`config.mk`:
```
export PLATFORM = sky130hd
export DESIGN_NAME = key_pulse_debouncer
export DESIGN_NICKNAME = d
export VERILOG_FILES = /design/src/rtl/key_pulse_debouncer.sv
export SDC_FILE = /design/constraint.sdc
export NUM_CORES = 1
export LEC_CHECK = 0
export ABC_AREA = 1
export CAP_MARGIN = 20
export CORE_MARGIN = 1
export CORE_UTILIZATION = 55
export CTS_CLUSTER_SIZE = 10
export DETAILED_ROUTE_END_ITERATION = 6
export GPL_TIMING_DRIVEN = 1
export HOLD_SLACK_MARGIN = 0.1
export PLACE_DENSITY = 0.84
export SLEW_MARGIN = 20
export SYNTH_ARGS = -nofsm -noshare
export SYNTH_HDL_FRONTEND = slang
export SYNTH_SLANG_ARGS = --single-unit
```
`constraint.sdc`:
```
create_clock -name Clock -period 1.5 [get_ports Clock]
set_clock_uncertainty 0.1 [all_clocks]
set_input_delay 0.3 -clock Clock [delete_from_list [all_inputs] [get_ports Clock]]
set_output_delay 0.3 -clock Clock [all_outputs]
set_load 0.01 [all_outputs]
```
`src/rtl/key_pulse_debouncer.sv`:
```
// key_pulse_debouncer
//   Turns a raw, bouncing, active-low push-button into a clean debounced level
//   and single-cycle enable pulses. Auto-repeat while held is optional. The
//   pulse is meant to drive the Enable input of a counter that runs on the free
//   system clock, so that one press advances the counter by exactly one.
//
// Ports
//   Clock   in   system clock; all registers update on its rising edge
//   Reset   in   synchronous, active-high reset
//   KEY     in   raw push-button, active-low (0 = pressed), asynchronous
//   Pressed out  debounced button level, 1 = held
//   Pulse   out  one-cycle enable pulse
module key_pulse_debouncer #(
  parameter int DEBOUNCE_CYCLES = 1000000,
  parameter int REPEAT_DELAY    = 25000000,
  parameter int REPEAT_PERIOD   = 5000000,
  parameter int REPEAT_EN       = 1
) (
  input  logic Clock,
  input  logic Reset,
  input  logic KEY,
  output logic Pressed,
  output logic Pulse
);

  localparam int MAX_A = (DEBOUNCE_CYCLES > REPEAT_DELAY) ? DEBOUNCE_CYCLES : REPEAT_DELAY;
  localparam int MAX_C = (MAX_A > REPEAT_PERIOD) ? MAX_A : REPEAT_PERIOD;
  localparam int CW    = $clog2(MAX_C) + 1;

  localparam logic [CW-1:0] DEB_TC = CW'(DEBOUNCE_CYCLES - 1);
  localparam logic [CW-1:0] DLY_TC = CW'(REPEAT_DELAY - 1);
  localparam logic [CW-1:0] PER_TC = CW'(REPEAT_PERIOD - 1);
  localparam logic [CW-1:0] ONE    = CW'(1);

  typedef enum logic [2:0] {
    IDLE,
    PRESS_WAIT,
    HELD,
    REPEAT,
    RELEASE_WAIT
  } state_t;

  state_t        state, state_nx;
  logic [CW-1:0] cnt, cnt_nx;
  logic          pulse_nx;
  logic          pressed_nx;
  logic          key_p0, key_p1;
  logic          key_s;

  // Stage p0/p1: two-flop synchronizer; key_s is the active-high press level
  assign key_s = ~key_p1;

  always_ff @(posedge Clock) begin
    if (Reset) begin
      key_p0  <= 1'b1;
      key_p1  <= 1'b1;
      state   <= IDLE;
      cnt     <= '0;
      Pulse   <= 1'b0;
      Pressed <= 1'b0;
    end else begin
      key_p0  <= KEY;
      key_p1  <= key_p0;
      state   <= state_nx;
      cnt     <= cnt_nx;
      Pulse   <= pulse_nx;
      Pressed <= pressed_nx;
    end
  end

  // Next state; the key_s exit always wins over a terminal count in the same
  // cycle, so a release never produces a pulse.
  always_comb begin
    state_nx = state;
    cnt_nx   = cnt + ONE;
    pulse_nx = 1'b0;
    case (state)
      IDLE: begin
        if (key_s) begin
          state_nx = PRESS_WAIT;
          cnt_nx   = ONE;
        end else begin
          cnt_nx = '0;
        end
      end
      PRESS_WAIT: begin
        if (!key_s) begin
          state_nx = IDLE;
          cnt_nx   = '0;
        end else if (cnt == DEB_TC) begin
          state_nx = HELD;
          cnt_nx   = '0;
          pulse_nx = 1'b1;
        end
      end
      HELD: begin
        if (!key_s) begin
          state_nx = RELEASE_WAIT;
          cnt_nx   = ONE;
        end else if ((REPEAT_EN != 0) && (cnt == DLY_TC)) begin
          state_nx = REPEAT;
          cnt_nx   = '0;
          pulse_nx = 1'b1;
        end else if (cnt == DLY_TC) begin
          // Without auto-repeat the count parks here instead of wrapping.
          cnt_nx = cnt;
        end
      end
      REPEAT: begin
        if (!key_s) begin
          state_nx = RELEASE_WAIT;
          cnt_nx   = ONE;
        end else if (cnt == PER_TC) begin
          cnt_nx   = '0;
          pulse_nx = 1'b1;
        end
      end
      RELEASE_WAIT: begin
        if (key_s) begin
          // Release bounce: back to HELD with the repeat delay restarted.
          state_nx = HELD;
          cnt_nx   = '0;
        end else if (cnt == DEB_TC) begin
          state_nx = IDLE;
          cnt_nx   = '0;
        end
      end
      default: begin
        state_nx = IDLE;
        cnt_nx   = '0;
      end
    endcase
    pressed_nx = (state_nx == HELD) || (state_nx == REPEAT) || (state_nx == RELEASE_WAIT);
  end

endmodule
```
After elaboration in Yosys (flattened, before gate mapping) --
Cells that the tools add are included. Widths: inputs -> output; s select.
Storage, ports and cells: memory bits (read-only) 0, output and inout port bits 2, memories kept 0, latch bits 0, input port bits 3, memory bits (writable) 0, flip-flop bits (word level) 33, logic and storage cells 45
Cells by class: div/mod/pow operators 0, $lt $le $gt $ge 0, shift operators 0, multiplexer cells 25, bitwise operators 0, add/subtract/negate cells 1, eq/ne operators 10, reduce and logical (&&, ||, !) cells 3, multiply operators 0
Operators by type and width (number):
- $mux 26 | 7
- $pmux 26 s5 | 1
- $add 26x1->26 const B | 1
- $eq 26x20->1 const B | 1
- $eq 26x23->1 const B | 1
- $eq 26x25->1 const B | 1
- $mux 3 | 8
- $pmux 3 s5 | 1
- $eq 3x2->1 const B | 4
- $mux 1 | 7
- $eq 3x3->1 const B | 2
- $eq 3x1->1 const B | 1
- $logic_not 3->1 | 1
- $pmux 1 s3 | 1
- $logic_or 1x1->1 | 2

Depth between registers and ports, before layout --
Gate-level depths: netlist of the first run.
depth in word-level cells 7, depth in mapped cells 12, depth with buffers taken out 12

Worst setup path after synthesis of the first run --
No wires, ideal clock.
path kind reg-to-reg, start point reg cnt[0], end point reg cnt[18], data arrival time 1.474 ns, slack -0.190 ns, library setup time 0.116 ns, data required time 1.284 ns, cell stages (with the launch flop) 12, period minus slack after synthesis 1.690 ns, path buffers 1, cell sequence dfxtp_1 > ha_1 > nand3_2 > inv_2 > nand2_2 > nor2_1 > nand2_1 > nand2_1 > nand2_1 > nand3_4 > buf_6 > nor2_1
On the way: cells in the longest elaborated chain, start to end 4, elaborated cells on any way between the ends 12, classes of those cells 1 x add/sub; 3 x eq/ne; 8 x mux
Ends and longest elaborated chain:
- start: declaration | RTL line 44 | logic [CW-1:0] cnt, cnt_nx;
- start signal: assignment | RTL line 65 | cnt <= cnt_nx;
- $add 26x1->26 (tied with other cells) | RTL line 75 | cnt_nx = cnt + ONE;
- $mux 26 (on tied branches) (2 in series)
- $pmux 26 s5 (*) | RTL line 77 | case (state)
Every way passes the cells marked *; elsewhere a longest branch is shown, timed or not. A chain may end at the register's enable or synchronous reset.

Worst setup path in the final report of the first run --
start point reg cnt[15], end point reg cnt[25]
Same word-level chain as after synthesis.

==> results of run 1 <==
-- Yosys cell counts --
cell type   n
a21oi_1     4
a31oi_1     1
and3_1      1
buf_6       2
dfxtp_1    33
ha_1        1
inv_1      37
inv_2       3
nand2_1    57
nand2_2     4
nand3_1    22
nand3_2     2
nand3_4     1
nand4_1     6
nor2_1     55
nor2_2      5
nor2_4      2
nor3_1      5
nor3_2      2
o21ai_0     1
o21ai_1     1
or2_1       1
or2_2       2
xnor2_1     3
xor2_1     20
-- per-stage QoR --
stage | utilization (%) | instances | cell area, um^2
final | 95.12 | 407 | 2952
after global routing | 95.12 | 407 | 2952
after detailed placement | 77.78 | 380 | 2414
after floorplan | - | 271 | 1868
after CTS | 86.73 | 400 | 2691
after global placement | 77.78 | 380 | 2414
-- registers in the layout (all words and copies together), names as in the netlist --
name,cells
key_p0,1
Pressed,1
cnt,26
key_p1,1
Pulse,1
state,3
-- timing repair --
item | 4_1_cts | 5_1_grt
resized for setup | 31 | 64
setup buffers | 10 | 6
pin swaps | 16 | 22
setup endpoints to repair | 33 | 31
cloned | 2 | 1
-- power groups by stage --
stage	Combinational, mW	Clock [mW]	Sequential, mW
detailed placement	0.0335	0	0.902
finish	0.0530	0.733	0.882
floorplan	0.0135	0	0.902
global placement	0.0317	0	0.902
CTS	0.0417	0.698	0.883
global route	0.0557	0.762	0.882
-- area by class of cell --
cell class	instances	area, um^2	share of cell area (%)
clock buffer	5	37.54	1.272
clock inverter	3	46.29	1.568
inverter	40	155.1	5.256
multi-input combinational	199	1330	45.06
sequential	33	685.7	23.23
tap	44	55.05	1.865
timing repair buffer	83	641.9	21.75
-- path summary, 6_finish.rpt --
| check | end | depth (start not counted) |
|---|---|---|
| worst max register to register | cnt[25]$_SDFF_PP0_ | 9 |
| worst min register to register | key_p1$_SDFF_PP1_ | 1 |
| worst min-delay path | key_p1$_SDFF_PP1_ | 1 |
| worst max-delay path | cnt[25]$_SDFF_PP0_ | 9 |
-- layout by cell type, fill, tap and decap left out, types with 2 or more instances in the layout --
master and count:
a21oi_2 2, buf_4 76, buf_6 3, clkbuf_4 5
clkdlybuf4s50_1 2, dfxtp_1 17, dfxtp_2 14, dfxtp_4 2
dlygate4sd2_1 2, inv_1 32, inv_2 6, inv_4 2
nand2_1 42, nand2_2 16, nand2_4 3, nand3_1 14
nand3_2 7, nand3_4 7, nand4_1 6, nor2_1 34
nor2_2 21, nor2_4 7, nor3_1 2, nor3_2 3
nor3_4 2, or2_2 2, xnor2_1 3, xor2_1 18
xor2_2 2
-- critical path: cells and delay by family (launching register included) --
family | cells | cell delay [ns]
buffers and inverters | 3 | 0.49
flip-flops | 1 | 0.48
AND/OR/NAND/NOR | 6 | 0.90
-- layer usage --
layer	up-vias	part of all wire (%)	wire [um]	global-route usage, %
met5	-	0.14	13	0
met4	2	11	1022	29.90
met3	150	14	1314	13.20
met2	308	43	4070	68.89
met1	1156	32	2982	47.68
li1	1023	-	-	-
-- cell families after synthesis --
kind of cell,Yosys count
AND/OR/NAND/NOR,165
XOR/XNOR,23
adder cells (fa/ha/maj),1
flip-flops,33
AO/OA/AOI/OAI,7
buffers and inverters,42
==> out/results.ini, run 1 <==
[setup_path]
cp.arrival_ns=2.28
crit_path_cell_trace=buf_4 > nand2_1 > inv_1 > nand3_1 > inv_1 > and3_1 > nand3_1 > nand2_1 > nor2_2
critPathSlowestCell=dfxtp_1
cp-start-kind=register
end_kind=register
worstPathRequired_ns=1.69
r2r_start=cnt[15]$_SDFF_PP0_
max_stage_delay_ns=0.48
rrSetupSlack_ns=-0.60
crit_start=cnt[15]$_SDFF_PP0_
cp_max_fo=3
worstSetupPathType=register to register

[global_routing]
grt_pass1_wl_mm=10.95
grt_pass1_vias=2358
grt.overflow.total=0
track_usage_pct=42.73
grt_antenna_before_repair=1
grt_max_degree=13

[detailed_routing]
wirelength_mm=9.403
drc=82
drtAntennaViolNets=0
vias=2639
wl_per_cell_um=23.10
drt_pass1_iterations=7
vias_per_cell=6.484
drt_iter0_drc=485

[die]
die_w_um=59.81
fp-row-count=20
start_util_pct=59.23
ios=5
die_area_um2=3577
dieHeight_um=59.81
coreArea_um2=3103

[timing]
relSlewSlack_pct=74.09
hold_slack_ns=0.3422
finalCritPeriodShare_pct=139.8
finalHoldViolCount=0
fin_crit_ns=2.097
setup_ws_ns=-0.5966
rsz0062_at_grt=true
worst_pin_slew_ns=0.3877
fin_setup_tns_ns=-10.59
slew_violations=0
setup_violations=31
max_freq_mhz=477.0

[cts]
hold_buffers=0
cts_tree=done
cts_inserted_buffers=5
htreeDepth=2
clk_path_buf_depth=2
clk_pin_slew_ns=0.14
cts.sinks=33
root_buffer=clkbuf_4
clock_latency_ns=0.39

[synth]
syn-num-nets=275
ys_ff_latch=33
synth_top_family_by_area=simple AND/OR/NAND/NOR gates
yosys_warnings=0
synth_fa_ha_area_share_pct=0.6807
syn-cell-area_um2=1838
syn_inst=271
yosysTopAreaCell=dfxtp_1
synth-xor-area-share_pct=10.96
synth_compound_area_share_pct=1.974
synth.mux.area_fraction_pct=0
netlist.area_leader.share_pct=35.94
synth.distinct_cells=25
ys_seq_area_share_pct=35.94
avgSynthCellArea_um2=6.782
synthTopCellsByArea=dfxtp_1 (36%), nand2_1 (12%), nor2_1 (11%)
synthSimpleGateAreaFrac_pct=41.05

[flow_run]
maxCapViolCount=0

[power]
seqPwrFrac_pct=52.9
p_int_mw=1.250
p_sw_share_pct=25.05
cellPowerDensity_nw_per_um2=565.1
power_mw=1.668
comb_power_share_pct=3.2
p_clk_share_pct=44.0
max-vdd-ir-drop_v=0.0004181
power.leakage_nw=1.282
switchingPower_mw=0.4178

[placement]
gp_congestion=0.8979
dp_slack_ns=-0.2360
port_buffers=4
hpwlAfterDp_mm=3.643

[finish]
area_growth_pct=60.59
final_layout_size_suffix_gt1_share_pct=51.52
nets=366
antenna_cells=0
fillers=89

[status]
violations=design-rule violations, negative setup slack
status=finished, violations left

[worst_hold_path]
hold_class=register to register
worstHoldStart=key_p0$_SDFF_PP1_

Power figures use the tool's default switching activity.
==> run 2, diff against run 1 <==
--- a/config.mk
+++ b/config.mk
@@ -6,6 +6,7 @@
 export NUM_CORES = 1
 export LEC_CHECK = 0
 export ABC_AREA = 1
+export ABC_CLOCK_PERIOD_IN_PS = 1500
 export CAP_MARGIN = 20
 export CORE_MARGIN = 1
 export CORE_UTILIZATION = 55
@@ -14,7 +15,6 @@
 export GPL_TIMING_DRIVEN = 1
 export HOLD_SLACK_MARGIN = 0.1
 export PLACE_DENSITY = 0.84
-export SLEW_MARGIN = 20
 export SYNTH_ARGS = -nofsm -noshare
 export SYNTH_HDL_FRONTEND = slang
 export SYNTH_SLANG_ARGS = --single-unit
==> results of run 2 <==
No change in the layout: final DEF, timing and power equal those of run 1.
==> run 3, diff against run 2 <==
--- a/config.mk
+++ b/config.mk
@@ -6,7 +6,7 @@
 export NUM_CORES = 1
 export LEC_CHECK = 0
 export ABC_AREA = 1
-export ABC_CLOCK_PERIOD_IN_PS = 1500
+export ABC_CLOCK_PERIOD_IN_PS = 1850
 export CAP_MARGIN = 20
 export CORE_MARGIN = 1
 export CORE_UTILIZATION = 55
==> constraint.sdc (replaced) <==
create_clock -name Clock -period 1.85 [get_ports Clock]
set_clock_uncertainty 0.1 [all_clocks]
set_input_delay 0.37 -clock Clock [delete_from_list [all_inputs] [get_ports Clock]]
set_output_delay 0.37 -clock Clock [all_outputs]
set_load 0.01 [all_outputs]
==> out/results.ini, run 3 (synthesis results as in run 1) <==
[status]
status=completed

[placement]
hpwlAfterDp_mm=2.797
dp_slack_ns=0.03402
dpl_cell_area_um2=1933
port_buffers=4
gp_congestion=0.9235

[timing]
finalHoldViolCount=0
relSlewSlack_pct=65.72
slew_violations=0
rsz0062_at_grt=true
setup_ws_ns=0.07587
max_freq_mhz=563.7
fin_crit_ns=1.774
finalCritPeriodShare_pct=95.90
fin_setup_tns_ns=0
setup_violations=0
hold_slack_ns=0.3225
worst_pin_slew_ns=0.5142

[power]
power.leakage_nw=0.8080
cellPowerDensity_nw_per_um2=550.6
power_mw=1.138
max-vdd-ir-drop_v=0.0006034

[setup_path]
worstSetupPathType=register to register
cp_max_fo=7
worstPathRequired_ns=1.99
crit_top_cell=nand2_1
crit_path_cell_trace=nand2_1 > nor2_2 > nand2_1 > nor2_1 > nand2_1 > nand2_2 > nand3_4 > nand3_4 > nor2_1
end_kind=register
max_stage_delay_ns=0.47
critPathSlowestCell=dfxtp_1
cp-start-kind=register
cp.arrival_ns=1.91

[cts]
clock_latency_ns=0.35
post_cts_buffers=0
clk_pin_slew_ns=0.10
htreeDepth=2
root_buffer=clkbuf_4
clk_path_buf_depth=2
cts_inserted_buffers=5
cts_tree=done
cts.sinks=33

[detailed_routing]
drtAntennaViolNets=0
drc=0
vias=1695
wirelength_mm=4.153
drt_pass1_iterations=5
vias_per_cell=5.121
drt_iter0_drc=161
wl_per_cell_um=12.55

[finish]
largest-register=cnt
final_common_cell=nand2_1
antenna_cells=0
design_area_um2=2067
largestRegisters=cnt (26), state (3)
area_growth_pct=12.46
mostFrequentLayoutCells=nand2_1 (53), nor2_1 (52), inv_1 (37)
fillers=297
largest_reg_flops=26
nets=290
final_layout_size_suffix_gt1_share_pct=14.98

[flow_run]
maxCapViolCount=0

[global_routing]
grt.overflow.total=0
grt_max_degree=26
grt_pass1_wl_mm=6.003
grt_pass1_vias=1446
track_usage_pct=22.97
grt_antenna_before_repair=0

[worst_hold_path]
hold_class=register to register

[die]
fp-row-count=20
start_util_pct=59.23
die_area_um2=3577
coreArea_um2=3103
die_w_um=59.81
ios=5
dieHeight_um=59.81

-- run 3: final timing paths --
path | from | endpoint | slack, ns | cells past startpoint
hold reg to reg | key_p0$_SDFF_PP1_ | key_p1$_SDFF_PP1_ | 0.32 | 1
hold / removal | key_p0$_SDFF_PP1_ | key_p1$_SDFF_PP1_ | 0.32 | 1
setup reg to reg | cnt[20]$_SDFF_PP0_ | cnt[4]$_SDFF_PP0_ | 0.08 | 9
setup / recovery | cnt[20]$_SDFF_PP0_ | cnt[4]$_SDFF_PP0_ | 0.08 | 9
-- run 3: power by group --
group	internal, mW	switching, mW	total [mW]
Sequential	0.713	0.00286	0.716
Combinational	0.0116	0.0164	0.0280
Clock	0.151	0.243	0.394
Total	0.876	0.262	1.14
-- run 3: metal layers --
metal / global-route usage, % / share of wire (%) / up-vias
met4: 11.30 / 2.0 / 0
li1: - / - / 869
met2: 38.25 / 48 / 51
met3: 5.195 / 6.1 / 11
met5: 0 / 0 / -
met1: 27.65 / 44 / 764
-- run 3: repair_timing --
item / CTS / global route
endpoints found under the setup margin: 0 / 26
hold buffers: 0 / 0
resized for setup: 0 / 15
-- run 3: through the flow --
stage | utilization (%) | cells
2_1_floorplan | - | 271
3_5_place_dp | 62.30 | 320
4_1_cts | 63.87 | 328
3_3_place_gp | 62.30 | 320
6_report | 66.61 | 331
5_1_grt | 66.61 | 331
-- run 3: final cells by class --
type                    instances  area, um^2  area share (%)
flip-flops and latches         33       663.1           32.08
inverters                      40       150.1           7.264
repair buffers                  7       62.56           3.027
clock buffers                   8       48.80           2.361
multi-input cells             199        1087           52.60
well taps                      44       55.05           2.663
-- run 3: critical path, delay by kind of cell (launching register included) --
family / cells / cell delay, ns
flip-flops: 1 / 0.47
AND/OR/NAND/NOR: 9 / 1.10
